### src/rtl/rep_upload_arb.sv
// rep_upload_arb: packet-atomic arbiter sharing the reply FIFO between the
// memory reply uploader (m_*) and the data-cache reply uploader (d_*).
// A whole packet is granted at a time, round-robin between packets, with
// sticky flags for bad headers and over-long packets.
module rep_upload_arb #(
    parameter int MAX_FLITS = 9
) (
    input  logic        clk,
    input  logic        rst,
    input  logic [15:0] m_flit_in,
    input  logic        v_m_flit_in,
    input  logic [1:0]  m_ctrl_in,
    input  logic [15:0] d_flit_in,
    input  logic        v_d_flit_in,
    input  logic [1:0]  d_ctrl_in,
    input  logic        fifo_rdy,
    output logic        m_rdy,
    output logic        d_rdy,
    output logic [15:0] flit_out,
    output logic        v_flit_out,
    output logic [1:0]  ctrl_out,
    output logic        arb_busy,
    output logic        owner,
    output logic        err_len,
    output logic        err_hdr
);

    localparam logic [1:0] ST_IDLE  = 2'd0;
    localparam logic [1:0] ST_GNT_M = 2'd1;
    localparam logic [1:0] ST_GNT_D = 2'd2;

    localparam logic [1:0] CTRL_HEAD = 2'b01;
    localparam logic [1:0] CTRL_TAIL = 2'b11;

    // Index of the last flit a packet may carry before it is cut off.
    localparam logic [3:0] LAST_IDX = 4'(MAX_FLITS - 1);

    logic [1:0]  r_state;
    logic        r_rr_ptr;
    logic [3:0]  r_len_cnt;
    logic        r_owner;
    logic        r_err_len;
    logic        r_err_hdr;

    logic        w_granted;
    logic [15:0] w_sel_flit;
    logic [1:0]  w_sel_ctrl;
    logic        w_sel_valid;
    logic        w_xfer;
    logic        w_at_limit;
    logic        w_is_tail;
    logic        w_overrun;
    logic        w_pkt_end;
    logic        w_bad_hdr;
    logic [1:0]  w_next_state;
    logic        w_next_owner;

    // Select the owner's flit and work out whether this cycle writes, ends
    // the packet, or trips one of the framing checks.
    always_comb begin
        w_granted   = (r_state != ST_IDLE);
        w_sel_flit  = r_owner ? d_flit_in   : m_flit_in;
        w_sel_ctrl  = r_owner ? d_ctrl_in   : m_ctrl_in;
        w_sel_valid = r_owner ? v_d_flit_in : v_m_flit_in;
        w_xfer      = w_granted & w_sel_valid & fifo_rdy;
        w_at_limit  = (r_len_cnt == LAST_IDX);
        w_is_tail   = (w_sel_ctrl == CTRL_TAIL);
        w_overrun   = w_xfer & w_at_limit & ~w_is_tail;
        w_pkt_end   = w_xfer & (w_is_tail | w_at_limit);
        w_bad_hdr   = w_xfer & (r_len_cnt == 4'd0) &
                      (w_sel_ctrl != CTRL_HEAD) & ~w_is_tail;
    end

    // Drive the FIFO side and the uploader handshakes; an over-long packet
    // is closed off by rewriting its last flit as a tail.
    always_comb begin
        m_rdy      = (r_state == ST_GNT_M) & fifo_rdy;
        d_rdy      = (r_state == ST_GNT_D) & fifo_rdy;
        v_flit_out = w_xfer;
        flit_out   = w_granted ? w_sel_flit : 16'd0;
        ctrl_out   = 2'b00;
        if (w_granted) begin
            ctrl_out = w_overrun ? CTRL_TAIL : w_sel_ctrl;
        end
        arb_busy   = w_granted;
        owner      = r_owner;
        err_len    = r_err_len;
        err_hdr    = r_err_hdr;
    end

    // Choose the next grant: in IDLE pick a requester (round-robin on a
    // tie), while granted hold until the packet ends.
    always_comb begin
        w_next_state = r_state;
        w_next_owner = r_owner;
        case (r_state)
            ST_IDLE: begin
                if (v_m_flit_in && v_d_flit_in) begin
                    w_next_state = r_rr_ptr ? ST_GNT_D : ST_GNT_M;
                    w_next_owner = r_rr_ptr;
                end else if (v_m_flit_in) begin
                    w_next_state = ST_GNT_M;
                    w_next_owner = 1'b0;
                end else if (v_d_flit_in) begin
                    w_next_state = ST_GNT_D;
                    w_next_owner = 1'b1;
                end
            end
            ST_GNT_M, ST_GNT_D: begin
                if (w_pkt_end) begin
                    w_next_state = ST_IDLE;
                end
            end
            default: begin
                w_next_state = ST_IDLE;
            end
        endcase
    end

    // Arbiter state, packet length tracking and sticky error flags.
    always_ff @(posedge clk) begin
        if (rst) begin
            r_state   <= ST_IDLE;
            r_rr_ptr  <= 1'b0;
            r_len_cnt <= 4'd0;
            r_owner   <= 1'b0;
            r_err_len <= 1'b0;
            r_err_hdr <= 1'b0;
        end else begin
            r_state <= w_next_state;
            r_owner <= w_next_owner;
            if (w_pkt_end) begin
                r_rr_ptr  <= ~r_owner;
                r_len_cnt <= 4'd0;
            end else if (w_xfer) begin
                r_len_cnt <= r_len_cnt + 4'd1;
            end
            if (w_overrun) begin
                r_err_len <= 1'b1;
            end
            if (w_bad_hdr) begin
                r_err_hdr <= 1'b1;
            end
        end
    end

endmodule

### config.mk
export PLATFORM = sky130hd
export DESIGN_NAME = rep_upload_arb
export DESIGN_NICKNAME = d
export VERILOG_FILES = /design/src/rtl/rep_upload_arb.sv
export SDC_FILE = /design/constraint.sdc
export NUM_CORES = 1
export LEC_CHECK = 0
export BUFFER_PORTS_ARGS = -buffer_cell sky130_fd_sc_hd__buf_2
export CORE_MARGIN = 8
export CORE_UTILIZATION = 41
export CTS_BUF_LIST = sky130_fd_sc_hd__clkbuf_8
export DETAILED_ROUTE_END_ITERATION = 8
export PLACE_DENSITY = 0.87
export SLEW_MARGIN = 20
export SYNTH_ARGS = -nofsm -noshare
export SYNTH_HDL_FRONTEND = slang
export SYNTH_SLANG_ARGS = --single-unit
export TNS_END_PERCENT = 10
### constraint.sdc
create_clock -name clk -period 2.2 [get_ports clk]
set_input_delay 0.11 -clock clk [delete_from_list [all_inputs] [get_ports clk]]
set_output_delay 0.11 -clock clk [all_outputs]
set_load 0.02 [all_outputs]
Yosys cells after proc, flatten, opt, wreduce, memory -nomap -nowiden
Cells that the tools add are included.

Add/sub/neg operators: 1. Equality and inequality tests: 7. Mux-type cells: 15. Bitwise logic cells: 13. Reduce and logical (&&, ||, !) cells: 9.

Operator list (count): two-way mux 16 bit (2); two-way mux 2 bit (8); bitwise AND 1 bit (10); adder 4 x 1 -> 4 bit (second input constant) (1); equality test 2 bit (second input constant) (2); equality test 4 bit (second input constant) (1); logical NOT 4 bit (1); two-way mux 1 bit (4); inequality test 4 bit (second input constant) (1); case mux 2 bit (2 select lines) (1); AND reduction 2 bit (2); OR reduction 2 bit (2); nonzero test 3 bit (1); equality test 2 x 1 -> 1 bit (second input constant) (1); logical NOT 2 bit (1); inequality test 2 x 1 -> 1 bit (second input constant) (1); inequality test 2 bit (second input constant) (1); NOT 1 bit (2); nonzero test 2 bit (1); logical AND 1 bit (1); OR 1 bit (1).

Register bits after elaboration: 10. Input bits: 41. Output and inout bits: 25. Logic and storage cells: 51.

Longest topological paths before layout
Depth after elaboration: 7. Gate-level depth with buffers: 6. Gate-level depth less buffers: 6.

Worst setup path after synthesis
Ideal clock, no wire load.

Kind: register -> output. Start point: register r_state[0]. End point: output port ctrl_out[0]. Arrival: 1756 ps. Data required time: 2090 ps. Slack: 334 ps. Stages on the path, launching flop included: 7. Buffers on the path: 0. Cell sequence: dfxtp_1 > inv_1 > ha_1 > nand2b_1 > nor2_1 > nand2_1 > a21oi_1.

Longest elaborated chain between the ends: 7.

RTL lines: start, declared (line 38) `logic [1:0] r_state;`; start signal, assigned (line 130) `r_state <= w_next_state;`; nonzero test 2 bit (line 61) `w_granted = (r_state != ST_IDLE);`; bitwise AND 1 bit (2 in a row) (line 65) `w_xfer = w_granted & w_sel_valid & fifo_rdy;`; net v_flit_out (line 20) `output logic v_flit_out,`; bitwise AND 1 bit (2 in a row) (line 68) `w_overrun = w_xfer & w_at_limit & ~w_is_tail;`; two-way mux 2 bit (line 83) `ctrl_out = w_overrun ? CTRL_TAIL : w_sel_ctrl;`; two-way mux 2 bit (line 82) `if (w_granted) begin`; end, declared (line 21) `output logic [1:0] ctrl_out,`.

The timed path passes the listed nets, and every way through them passes these cells.

Worst setup path in the final report
Start point: register r_state[0]. End point: output port ctrl_out[1].

Longest elaborated chain between the ends: 7.

RTL lines (line): nonzero test 2 bit (*) (61); bitwise AND 1 bit (2 in a row) (65); bitwise AND 1 bit (2 in a row) (68); two-way mux 2 bit (83); two-way mux 2 bit (*) (82).

Mark *: on every way between the ends. The rest lies on a longest branch, timed or not.

==> summary.txt <==
Worst hold endpoint: err_len$_SDFFE_PP0P_
Gate Count Post-Synth: 108
Count of non-filler cells in the finished layout: 201
Reg2reg start: r_len_cnt[0]$_SDFFE_PP0P_
CP startpoint kind: flop
Hold_buf cts: 0
Max Cap Viol: 0
Setup WS post-layout: 423 ps
Max Fclk: 563 MHz
DRC: 0
Status: completed
Vias per Instance: 4.93
Endpoints failing hold: 0
Post-Syn Area per Cell: 8.02 um2
Synthesized area: 866 um2
Largest net degree at the start of global routing: 22
R2R Path End: r_state[0]$_SDFFE_PP0P_
Core Util, Final: 0.644
Clock buffer count from CTS: 3
Final WL: 2900 um
Pwr Density: 645 mW/mm2
Critical path fanouts, max: 6
H-tree depth: 1
Synth area leader: dfxtp_1
Placed Instances: 197
Yosys reg bits: 10
Initial Util: 0.437
Initial antenna violation count: 0
Place WS: 517 ps
LEAKAGE: 0.645 nW
Setup Buffers After CTS: 0
Worst Path Required: 2090 ps
Placed Area: 0.00122 mm2
TritonCTS clock tree: yes
Worst R2R Path Depth: 6
Post_cts resized: 0
Flop2flop setup slack: 490 ps
Root Buffer Master: clkbuf_8
Worst-Margin Slew: 364 ps
Critical path class: flop to primary output
Syn. warnings: 0
Setup-failing EPs final: 0
Via Count: 991
Worst hold path cell count: 2
Clock Latency Late Sink: 240 ps
Final GP Congestion: 0.860
Clock skew after layout: 5.09 ps
Critical path arrival: 1670 ps
ANT cells: 0
Hold/Removal Path Class: primary input to flop
CTS sink count: 10
Area delta synth->final: 47.4%
Core Rows: 16
Initial DRC Count: 15
Post-synthesis cell type count: 29
Port bufs: 65
Maximum VDD drop: 423 uV
Syn_nets: 154
Share of cells above drive strength 1: 0.437
Crit. End Element: primary output
Global-route usage over all layers: 0.162
First-pass DRT Iterations: 4
Top cell type's share of synthesized area: 0.231
Reg clk slew, reported paths: 50 ps
Number of primary I/O pins: 66
Post-DP HPWL: 2460 um
Number of nets in the layout: 221
Final Cell Area: 0.00128 mm2
Drt wl/cell: 14.4 um
CTS max path bufs: 2
Die Width: 62.0 um
Post-route antenna net violation count: 0
Die area: 0.00384 mm2
Sequential element share of the synthesized area: 0.231
Final period util: 0.808
First-pass GRT wire length: 4650 um
Worst slew margin: 0.757
Unrepaired setup endpoints after global routing: no
Die height: 62.0 um
Slew Limit Fails: 0
Core ar.: 0.00198 mm2
Most frequent cells in the layout: 65 x buf_2, 25 x nor2_1, 20 x mux2i_1
Hold path startpoint: rst
Total power: 0.823 mW
TNS Setup: 0 ps
Grt total ovfl: 0
Top cells by area, synth: dfxtp_1 23%, mux2i_1 23%, nor2_1 11%, ha_1 7.2%, a21oi_1 3.5%
Post-route minimum period: 1780 ps
Vias in the first global route: 1088
Worst hold slack: 143 ps
Commonest non-fill, non-tap cell in the layout: buf_2
## synth_stat cells (all sizes together)
cell type and instances:
nor2 25, mux2i 20, dfxtp 10, inv 8, a21oi 6, buf 5
ha 5, and2 3, nand3 3, and3b 2, nand2b 2, o32ai 2
xnor2 2, a2111o 1, a22oi 1, a31oi 1, and3 1, clkbuf 1
mux2 1, nand2 1, nor2b 1, nor3 1, nor3b 1, o211ai 1
o21ai 1, o311ai 1, or2 1, xor2 1
## critical path, cell delays in order, from the launching register on
cell,delay [ps]
dfxtp_1,330
inv_1,80
ha_1,230
nand2b_1,160
nor2_1,100
buf_4,150
nand2_1,80
a21oi_1,120
buf_2,190
## layout make-up
class	count	area, um2
Clock buffer	4	55.1
Inverter	8	30.0
Tap cell	27	33.8
Sequential cell	10	200
Fill cell	168	706
Timing Repair Buffer	68	348
Multi-Input combinational cell	84	609
## routing by layer
layer  track usage  vias to the layer above  share of wire
met3        0.0988                        6           0.15
met5             0                        -              0
li1              -                      502              -
met4        0.0682                        0          0.015
met1         0.157                      425           0.39
met2         0.271                       58           0.45
## sequential cells by signal, indices dropped and copies added, names as in the netlist
register and cells:
r_len_cnt 4, r_state 2, err_hdr 1, err_len 1, owner 1, r_rr_ptr 1
## how the worst max path moves through the flow
stage,start,endpoint,slack (ps),depth (start not counted)
2_1_floorplan,r_state[0]$_SDFFE_PP0P_,ctrl_out[0],330,6
4_1_cts,r_state[0]$_SDFFE_PP0P_,ctrl_out[1],420,8
3_5_place_dp,r_len_cnt[0]$_SDFFE_PP0P_,r_state[1]$_SDFFE_PP0P_,520,6
5_1_grt,r_state[0]$_SDFFE_PP0P_,ctrl_out[1],280,8
3_3_place_gp,r_len_cnt[0]$_SDFFE_PP0P_,r_state[0]$_SDFFE_PP0P_,590,6
6_report,r_state[0]$_SDFFE_PP0P_,ctrl_out[1],420,8
## kinds of logic (layout without fill, tap and decap cells)
| group | count (synthesis) | count (layout) | synth area share |
|---|---|---|---|
| mux | 21 | 21 | 0.244 |
| fa+ha+maj | 5 | 5 | 0.0723 |
| compound gates | 14 | 14 | 0.134 |
| flops | 10 | 10 | 0.231 |
| xor+xnor | 3 | 3 | 0.0304 |
| simple gates | 41 | 41 | 0.223 |
| buf+inv | 14 | 80 | 0.0650 |
## where the power goes
group / leakage (nW) / internal, mW / switching, mW / total [mW]
sequential: 0.0811 / 0.193 / 0.0108 / 0.203
combinational: 0.535 / 0.152 / 0.234 / 0.386
clock: 0.0288 / 0.158 / 0.0759 / 0.234
(Power assumes the default switching activity.)
